**config.mk**
```make
export PLATFORM = sky130hd
export DESIGN_NAME = i2s_row_sequencer
export DESIGN_NICKNAME = d
export VERILOG_FILES = /design/src/rtl/i2s_pkg.sv /design/src/rtl/i2s_word_shifter.sv /design/src/rtl/i2s_row_sequencer.sv
export SDC_FILE = /design/constraint.sdc
export NUM_CORES = 1
export LEC_CHECK = 0
export ABC_AREA = 1
export ABC_CLOCK_PERIOD_IN_PS = 5800
export CAP_MARGIN = 15
export CORE_UTILIZATION = 52
export DETAILED_ROUTE_END_ITERATION = 8
export PLACE_DENSITY = 0.7
export RECOVER_POWER = 50
export SLEW_MARGIN = 30
export SYNTH_ARGS = -nofsm -noshare
export SYNTH_HDL_FRONTEND = slang
export SYNTH_SLANG_ARGS = --single-unit
```
**constraint.sdc**
```tcl
create_clock -name clk -period 5.8 [get_ports clk]
set_input_delay 0.87 -clock clk [delete_from_list [all_inputs] [get_ports clk]]
set_output_delay 0.87 -clock clk [all_outputs]
set_load 0.05 [all_outputs]
```
**src/rtl/i2s_pkg.sv**
```systemverilog
// i2s_pkg: definitions shared by the row sequencer and the i2s_mask node decoder.
//   HEADER_BITS / WORD_BITS : serial field widths
//   MAX_MODULES             : largest chain length (16 x 16)
//   seq_state_e             : row sequencer state encoding
//   hdr_pack()              : row header layout {x, y, 2'b00, row}
//   num_modules()           : chain length from the minus-one config fields
package i2s_pkg;

  localparam int HEADER_BITS = 16;
  localparam int WORD_BITS   = 16;
  localparam int MAX_MODULES = 256;

  typedef enum logic [2:0] {
    S_IDLE,
    S_HEADER,
    S_WORDS,
    S_STALL,
    S_GAP
  } seq_state_e;

  function automatic logic [HEADER_BITS-1:0] hdr_pack(input logic [3:0] x,
                                                      input logic [3:0] y,
                                                      input logic [5:0] row);
    return {x, y, 2'b00, row};
  endfunction

  // (x+1)*(y+1) in 9 bits: 1..256
  function automatic logic [8:0] num_modules(input logic [3:0] x,
                                             input logic [3:0] y);
    logic [8:0] a;
    logic [8:0] b;
    a = {5'd0, x} + 9'd1;
    b = {5'd0, y} + 9'd1;
    return a * b;
  endfunction

endpackage

```
**src/rtl/i2s_word_shifter.sv**
```systemverilog
// i2s_word_shifter: parallel-load, MSB-first shift register used for both the
// row header and the pixel words.
//   clk, rst : clock, synchronous active-high clear
//   load     : q <= din (wins over shift)
//   shift    : q <= q << 1
//   din      : parallel word
//   msb      : current serial bit (q[W-1])
module i2s_word_shifter #(
  parameter int W = 16
) (
  input  logic         clk,
  input  logic         rst,
  input  logic         load,
  input  logic         shift,
  input  logic [W-1:0] din,
  output logic         msb
);

  logic [W-1:0] q;

  always_ff @(posedge clk) begin
    if (rst)        q <= '0;
    else if (load)  q <= din;
    else if (shift) q <= {q[W-2:0], 1'b0};
  end

  assign msb = q[W-1];

endmodule

```
**src/rtl/i2s_row_sequencer.sv**
```systemverilog
// i2s_row_sequencer: master-side row burst generator for the LED module chain.
// Each row is a 16-bit header followed by one 16-bit pixel word per module,
// MSB first, one bit per clk while i2s_clk_en is high.
//   clk, rst            : clock, synchronous active-high reset
//   enable              : run request, looked at only at row boundaries
//   cfg_num_modules_x/y : chain geometry minus one, latched at row start
//   pix_ready/addr      : word request to the upstream buffer
//   pix_data/valid      : word return; transfer on pix_valid & pix_ready
//   i2s_data/clk_en     : serial stream and its bit-valid gate
//   row_num             : row being sent (advances at end of row)
//   busy                : not idle
//   row_done/frame_done : end-of-row / end-of-frame pulses
module i2s_row_sequencer
  import i2s_pkg::*;
#(
  parameter int NUM_ROWS   = 8,
  parameter int GAP_CYCLES = 2
) (
  input  logic        clk,
  input  logic        rst,
  input  logic        enable,
  input  logic [3:0]  cfg_num_modules_x,
  input  logic [3:0]  cfg_num_modules_y,
  output logic        pix_ready,
  output logic [7:0]  pix_addr,
  input  logic [15:0] pix_data,
  input  logic        pix_valid,
  output logic        i2s_data,
  output logic        i2s_clk_en,
  output logic [5:0]  row_num,
  output logic        busy,
  output logic        row_done,
  output logic        frame_done
);

  // GAP_CYCLES=0 still spends one cycle in GAP to carry the pulses
  localparam logic [3:0] GAP_LAST = (GAP_CYCLES == 0) ? 4'd0 : 4'(GAP_CYCLES - 1);
  localparam logic [5:0] ROW_LAST = 6'(NUM_ROWS - 1);

  seq_state_e state, state_n;
  logic [3:0]  bit_cnt, bit_cnt_n;
  logic [3:0]  gap_cnt, gap_cnt_n;
  logic [8:0]  n_words, n_words_n;   // words in the current row
  logic [8:0]  idx, idx_n;           // next word index to request
  logic [8:0]  loaded, loaded_n;     // words moved into the shifter so far
  logic        buf_full, buf_full_n;
  logic [15:0] buf_data;
  logic [5:0]  row_num_n;
  logic        row_done_n, frame_done_n, pix_ready_n, clk_en_n, busy_n;

  logic        sh_load, sh_shift;
  logic [15:0] sh_din;

  logic xfer, bit_last, gap_last, last_word;
  logic word_end, take_buf, take_byp, start;

  assign xfer      = pix_valid & pix_ready;
  assign bit_last  = (bit_cnt == 4'd15);
  assign gap_last  = (gap_cnt == GAP_LAST);
  assign last_word = (loaded == n_words);

  i2s_word_shifter #(.W(WORD_BITS)) u_shifter (
    .clk   (clk),
    .rst   (rst),
    .load  (sh_load),
    .shift (sh_shift),
    .din   (sh_din),
    .msb   (i2s_data)
  );

  always_comb begin
    state_n      = state;
    bit_cnt_n    = bit_cnt;
    gap_cnt_n    = gap_cnt;
    n_words_n    = n_words;
    idx_n        = idx;
    loaded_n     = loaded;
    buf_full_n   = buf_full;
    row_num_n    = row_num;
    row_done_n   = 1'b0;
    frame_done_n = 1'b0;
    sh_load      = 1'b0;
    sh_shift     = 1'b0;
    sh_din       = '0;
    word_end     = 1'b0;
    take_buf     = 1'b0;
    take_byp     = 1'b0;
    start        = 1'b0;

    case (state)
      S_IDLE: start = enable;
      S_HEADER: begin
        bit_cnt_n = bit_cnt + 4'd1;
        if (bit_last) word_end = 1'b1;
        else          sh_shift = 1'b1;
      end
      S_WORDS: begin
        bit_cnt_n = bit_cnt + 4'd1;
        if (!bit_last) sh_shift = 1'b1;
        else if (last_word) begin
          // row complete: shifter holds, pulses and row advance go out now
          state_n      = S_GAP;
          gap_cnt_n    = '0;
          idx_n        = '0;
          row_done_n   = 1'b1;
          frame_done_n = (row_num == ROW_LAST);
          row_num_n    = (row_num == ROW_LAST) ? 6'd0 : row_num + 6'd1;
        end else word_end = 1'b1;
      end
      S_STALL: take_byp = xfer;
      S_GAP: begin
        gap_cnt_n = gap_cnt + 4'd1;
        if (gap_last) begin
          if (enable) start = 1'b1;
          else begin
            state_n = S_IDLE;
            sh_load = 1'b1;   // park i2s_data low while idle
          end
        end
      end
      default: state_n = S_IDLE;
    endcase

    // Next word needed: buffered word first, else a word arriving this very
    // cycle goes straight into the shifter, else wait with the bit clock off.
    if (word_end) begin
      if (buf_full)  take_buf = 1'b1;
      else if (xfer) take_byp = 1'b1;
      else           state_n  = S_STALL;
    end

    if (take_buf || take_byp) begin
      state_n  = S_WORDS;
      sh_load  = 1'b1;
      sh_din   = take_buf ? buf_data : pix_data;
      loaded_n = loaded + 9'd1;
    end

    if (xfer) begin
      idx_n = idx + 9'd1;
      if (!take_byp) buf_full_n = 1'b1;
    end
    if (take_buf) buf_full_n = 1'b0;

    if (start) begin
      state_n    = S_HEADER;
      n_words_n  = num_modules(cfg_num_modules_x, cfg_num_modules_y);
      sh_load    = 1'b1;
      sh_din     = hdr_pack(cfg_num_modules_x, cfg_num_modules_y, row_num);
      bit_cnt_n  = '0;
      idx_n      = '0;
      loaded_n   = '0;
      buf_full_n = 1'b0;
    end

    // Outputs are registered, so they are derived from next-state values.
    clk_en_n    = (state_n == S_HEADER) || (state_n == S_WORDS);
    busy_n      = (state_n != S_IDLE);
    pix_ready_n = ((state_n == S_HEADER) || (state_n == S_WORDS) || (state_n == S_STALL))
                  && !buf_full_n && (idx_n < n_words_n);
  end

  always_ff @(posedge clk) begin
    if (rst) begin
      state      <= S_IDLE;
      bit_cnt    <= '0;
      gap_cnt    <= '0;
      n_words    <= '0;
      idx        <= '0;
      loaded     <= '0;
      buf_full   <= 1'b0;
      buf_data   <= '0;
      row_num    <= '0;
      row_done   <= 1'b0;
      frame_done <= 1'b0;
      pix_ready  <= 1'b0;
      pix_addr   <= '0;
      i2s_clk_en <= 1'b0;
      busy       <= 1'b0;
    end else begin
      state      <= state_n;
      bit_cnt    <= bit_cnt_n;
      gap_cnt    <= gap_cnt_n;
      n_words    <= n_words_n;
      idx        <= idx_n;
      loaded     <= loaded_n;
      buf_full   <= buf_full_n;
      if (xfer && !take_byp) buf_data <= pix_data;
      row_num    <= row_num_n;
      row_done   <= row_done_n;
      frame_done <= frame_done_n;
      pix_ready  <= pix_ready_n;
      pix_addr   <= idx_n[7:0];
      i2s_clk_en <= clk_en_n;
      busy       <= busy_n;
    end
  end

endmodule

```
==> results of run 1 <==
flip-flops by register name, summed over array words and instances (netlist names), 2 cells and up:
signal       count
idx              2
bit_cnt          4
pix_addr         7
n_words          9
buf_data        16
gap_cnt          4
u_shifter.q     16
loaded           9
row_num          6
state            3
area by class of cell:
cell class / count / share of cell area
flip-flops and latches: 82 / 0.281
inverters: 101 / 0.0651
clock buffers: 9 / 0.0212
clock inverters: 7 / 0.0131
repair buffers: 62 / 0.101
multi-input cells: 507 / 0.491
well taps: 129 / 0.0276
metal layers:
metal | up-vias | track usage | wire, µm
met4 | 0 | 0.0736 | 186
met3 | 14 | 0.0465 | 387
met5 | - | 0 | 0
li1 | 2404 | - | -
met2 | 79 | 0.389 | 5290
met1 | 2085 | 0.314 | 5440
cell usage after synthesis, drive strengths merged (2+ instances only):
library cell,instances,area share
o21a,5,0.0074
mux2i,2,0.0040
fa,8,0.032
nand2,154,0.13
nor3,9,0.0089
nand3,29,0.031
inv,100,0.074
a22oi,10,0.015
clkbuf,8,0.0059
o21ai,71,0.071
a211oi,2,0.0030
or2,3,0.0037
nor2,94,0.071
o211ai,2,0.0030
a21oi,47,0.048
xor2,11,0.019
nor3b,2,0.0030
buf,21,0.029
xnor2,7,0.012
ha,33,0.082
nand4,9,0.011
dfxtp,82,0.32
worst max-delay path: stages:
cell	delay (ns)
clkdlybuf4s50_1	0.52
nand3_1	0.11
xor2_1	0.20
nand2_1	0.10
fa_1	0.49
fa_1	0.51
fa_1	0.54
inv_1	0.06
ha_4	0.25
a21oi_1	0.14
nor2_1	0.06
o21ai_1	0.15
nand2_1	0.09
a21oi_2	0.14
xor2_1	0.18
mux2i_1	0.11
ha_1	0.32
nand2_1	0.07
inv_1	0.05
nand3_1	0.08
nor2_1	0.06
a2111oi_2	0.33
nand3_1	0.11
nor2_1	0.11
path summary, 6_finish.rpt:
check	depth (start not counted)	slack (ns)	end	start
max	24	0.40	pix_ready$_SDFF_PP0_	cfg_num_modules_y[2]
max reg2reg	14	2.21	pix_ready$_SDFF_PP0_	gap_cnt[0]$_SDFFE_PP0P_
min reg2reg	2	0.45	buf_data[4]$_SDFFE_PP0P_	buf_data[4]$_SDFFE_PP0P_
min	2	0.45	buf_data[4]$_SDFFE_PP0P_	buf_data[4]$_SDFFE_PP0P_
layout by cell type (no fill, tap or decap), types with 2 or more instances in the layout:
cell type,instances
ha_1,30
nor3b_1,2
xnor2_1,7
dlygate4sd3_1,22
nor2_1,93
clkbuf_8,9
dlymetal6s2s_1,2
o21ai_0,57
a21oi_2,3
inv_2,2
a22oi_1,10
clkinv_2,3
or2_2,2
fa_1,8
mux2i_1,2
nand4_1,9
nand2_1,146
nand2_4,2
xor2_1,10
nor3_1,9
o21ai_1,14
ha_2,2
clkdlybuf4s50_1,23
o21a_1,5
nand2_2,5
inv_1,97
nand3_1,28
buf_4,15
a21oi_1,44
dfxtp_1,82
o211ai_1,2
timing repair:
item	CTS	global route
buffers inserted	0	1
setup endpoints to repair	0	1
hold endpoints to repair	0	0
resized for setup	0	12
metrics by stage:
step | cells | utilization
2_1_floorplan | 719 | -
3_3_place_gp | 880 | 0.603
3_5_place_dp | 880 | 0.603
4_1_cts | 896 | 0.624
5_1_grt | 897 | 0.626
6_report | 897 | 0.626
cells by family after synthesis:
logic type      after synthesis  share of synthesized area
mux                           2                    0.00395
xor+xnor                     18                     0.0311
simple gates                304                      0.262
flops                        82                      0.324
fa+ha+maj                    41                      0.113
buf+inv                     130                      0.110
compound gates              142                      0.155
where the power goes:
part	switching, mW	total [mW]	internal, mW
combinational	0.185	0.315	0.131
clock	0.223	0.426	0.203
sequential	0.0158	0.608	0.593
==> results.toml, run 1 <==
[synthesis]
synth.avg_cell_area_um2 = 7.04
synth-edff-count = 0
ys_warn_count = 0
ys_types = 45
ys_seq_elements = 82
synth_nets = 788
netlist_area_mm2 = 0.00506
ys_seq_area_frac = 0.324
async_flop_share = 0
synth_ff_type = "dfxtp_1"
synth_cells = 719

[routing]
dr.pass1.iters = 4
wl_um = 11300
ant_nets = 0
drc = 0
vias_per_cell = 5.11
drt_iter0_drc = 264
routed-via-count = 4582
wl_per_cell_um = 12.6

[cts]
clk_path_buf_depth = 2
h-tree-depth = 3
cts_buffers = 9
cts_root_buf = "clkbuf_8"
cts_hold_buf = 0
cts_tree = "yes"
cts.clk_slew.worst_paths_ns = 0.10
clock_sinks = 82
clk-insertion-delay-late_ns = 0.36

[placement]
gp_congestion = 0.840
placed_cell_area_mm2 = 0.00562
dp_slack_ns = -0.253
io_buffers = 47
dp_hpwl_um = 8480

[global_routing]
grt_antenna_before_repair = 0
grt_first_pass_wirelength_um = 19100
gr-total-overflow = 0
grt_max_degree = 34
grt_use_total = 0.237
grt_pass1_vias = 4284

[timing]
setup-violations-final = 0
fmax_ghz = 0.185
tightest_slew_ns = 0.941
hold_ws_ns = 0.454
tns_ns = 0
maxSlewViolCount = 0
post-route-period-util = 0.931
min_period_ns = 5.40
finalHoldViolations = 0
clock_skew_ns = 0.0176
fin_ws_ns = 0.400
slew_headroom = 0.372

[min_path]
hold_path_class = "register to register"

[pwr]
powerDensity_mw_per_mm2 = 231
p_leak_nw = 2.66
vdd.ir_drop.worst_mv = 0.123
power.total_mw = 1.35

[critical_path]
worstPathMaxFanout = 4
end_kind = "register"
critPathLaunchType = "input pin"
critical_path_class = "input pin to register"
arrival_ns = 5.68
required_ns = 6.08

[cells_and_area]
final_area_mm2 = 0.00584
drive_above_1_share = 0.0716
register_area_mm2 = 0.00164
area_growth_syn_to_layout_pct = 15.4
fill_cells = 878
final_nets = 832
antenna_cells = 0
multi_input_area_mm2 = 0.00287

[die]
die_h_um = 101
start_util = 0.543
core_area_mm2 = 0.00933
die_w_um = 101
die-area_mm2 = 0.0101
rows = 35
ioPinCount = 48

[job]
maxCapViolCount = 0

[status]
status = "completed"
Power figures use the tool's default switching activity.
==> run 2: changes to the inputs <==
Settings changed: SLEW_MARGIN 30 to not set.
==> results.toml, run 2 (same netlist as run 1, synthesis figures left out) <==
[die]
die_h_um = 101
die_w_um = 101
core_area_mm2 = 0.00933
die-area_mm2 = 0.0101
start_util = 0.543
ioPinCount = 48
rows = 35

[cts]
h-tree-depth = 3
clock_sinks = 82
clk_path_buf_depth = 2
clk-insertion-delay-late_ns = 0.37
cts.clk_slew.worst_paths_ns = 0.10
cts_hold_buf = 0
cts_buffers = 9
cts_root_buf = "clkbuf_8"
cts_tree = "yes"

[timing]
fin_ws_ns = 0.410
tightest_slew_ns = 1.02
setup-violations-final = 0
min_period_ns = 5.39
maxSlewViolCount = 0
clock_skew_ns = 0.0171
post-route-period-util = 0.929
slew_headroom = 0.317
finalHoldViolations = 0
tns_ns = 0
hold_ws_ns = 0.454
fmax_ghz = 0.186

[pwr]
p_switching_mw = 0.426
powerDensity_mw_per_mm2 = 232
seq_power_share = 0.450
vdd.ir_drop.worst_mv = 0.123
p_leak_nw = 2.66
p_int_mw = 0.926
clkPwrFrac = 0.316
combPwrFrac = 0.234
swShare = 0.315

[critical_path]
r2r_slack_ns = 2.19
worstPathMaxFanout = 4
startpoint = "cfg_num_modules_y[2]"
arrival_ns = 5.68
critical_path_class = "input pin to register"
crit_end = "pix_ready$_SDFF_PP0_"
rr_endpoint = "pix_ready$_SDFF_PP0_"
reg2reg_depth = 14
end_kind = "register"
r2r_start = "gap_cnt[1]$_SDFFE_PP0P_"
required_ns = 6.09
critPathLaunchType = "input pin"

[routing]
wl_um = 11400
wl_per_cell_um = 12.7
ant_nets = 0
drc = 0
drt_iter0_drc = 262
dr.pass1.iters = 5
vias_per_cell = 5.14
routed-via-count = 4611

[placement]
gp_congestion = 0.840
io_buffers = 47
dp_slack_ns = -0.253
dp_hpwl_um = 8480

[cells_and_area]
final_cell_mix = "nand2_1 (146), inv_1 (98), nor2_1 (93)"
antenna_cells = 0
final_nets = 832
area_growth_syn_to_layout_pct = 15.4
drive_above_1_share = 0.0716
reg_top3 = "buf_data: 16 flops, u_shifter.q: 16 flops"
mostFrequentLayoutCell = "nand2_1"

[status]
status = "completed"

[global_routing]
grt_antenna_before_repair = 0
gr-total-overflow = 0
grt_first_pass_wirelength_um = 19100
grt_use_total = 0.237
grt_pass1_vias = 4284
grt_max_degree = 34

[min_path]
hold_start = "buf_data[4]$_SDFFE_PP0P_"
hold_path_class = "register to register"

[job]
maxCapViolCount = 0
-- run 2: cell count changes in the layout (fill, tap and decap cells not counted) --
cell	delta
and2_0	+1
o21ai_0	-3
clkinv_1	-1
dlygate4sd3_1	+1
clkdlybuf4s50_1	-1
and2_1	-1
o21ai_1	+3
inv_1	+1
-- run 2: metal layers --
| metal | up-vias | share of wire | wire [µm] | GRT usage |
|---|---|---|---|---|
| li1 | 2405 | - | - | - |
| met1 | 2107 | 0.48 | 5510 | 0.314 |
| met2 | 84 | 0.46 | 5270 | 0.389 |
| met3 | 15 | 0.034 | 391 | 0.0465 |
| met4 | 0 | 0.018 | 205 | 0.0736 |
| met5 | - | 0 | 0 | 0 |
-- run 2: timing repair --
item	in CTS	in global routing
endpoints found under the setup margin	0	1
resized for setup	0	12
hold endpoints to repair	0	0
buffers inserted	0	1
-- run 2: critical path, cell delays in order --
cell and delay, ns:
clkdlybuf4s50_1 0.52, nand3_1 0.11, xor2_1 0.20, nand2_1 0.10, fa_1 0.49, fa_1 0.51
fa_1 0.54, inv_1 0.06, ha_4 0.26, a21oi_1 0.14, nor2_1 0.06, o21ai_1 0.15
nand2_1 0.09, a21oi_2 0.14, xor2_1 0.18, mux2i_1 0.11, ha_1 0.33, nand2_1 0.07
inv_1 0.05, nand3_1 0.08, nor2_1 0.06, a2111oi_2 0.33, nand3_1 0.11, nor2_1 0.11
-- run 2: power by group through the flow --
stage	combinational, mW	sequential [mW]	clock, mW
final	0.316	0.608	0.428
after global routing	0.360	0.611	0.459
after CTS	0.309	0.608	0.435
after detailed placement	0.305	0.622	0
after global placement	0.299	0.621	0
after floorplan	0.204	0.627	0
-- run 2: final cells by class --
type / count / area (µm²)
clock buffers: 9 / 124
clock inverters: 7 / 76.3
fillers: 878 / 3490
inverters: 101 / 380
multi-input cells: 507 / 2870
flip-flops and latches: 82 / 1640
well taps: 129 / 161
repair buffers: 62 / 588
-- run 2: worst min-delay path by stage --
stage	slack, ns	to	cells after the start
finish	0.45	buf_data[4]$_SDFFE_PP0P_	2
global route	0.48	buf_data[11]$_SDFFE_PP0P_	2
CTS	0.45	buf_data[6]$_SDFFE_PP0P_	2
detailed placement	0.44	buf_data[6]$_SDFFE_PP0P_	2
global placement	0.43	buf_data[1]$_SDFFE_PP0P_	2
floorplan	0.42	buf_data[0]$_SDFFE_PP0P_	2
-- run 2: metrics by stage --
stage | cell area [µm²] | util | power (mW) | std cells
2_1_floorplan | 5060 | - | 0.831 | 719
3_5_place_dp | 5620 | 0.603 | 0.926 | 880
4_1_cts | 5820 | 0.624 | 1.35 | 896
6_report | 5840 | 0.626 | 1.35 | 897
5_1_grt | 5840 | 0.626 | 1.43 | 897
3_3_place_gp | 5620 | 0.603 | 0.920 | 880
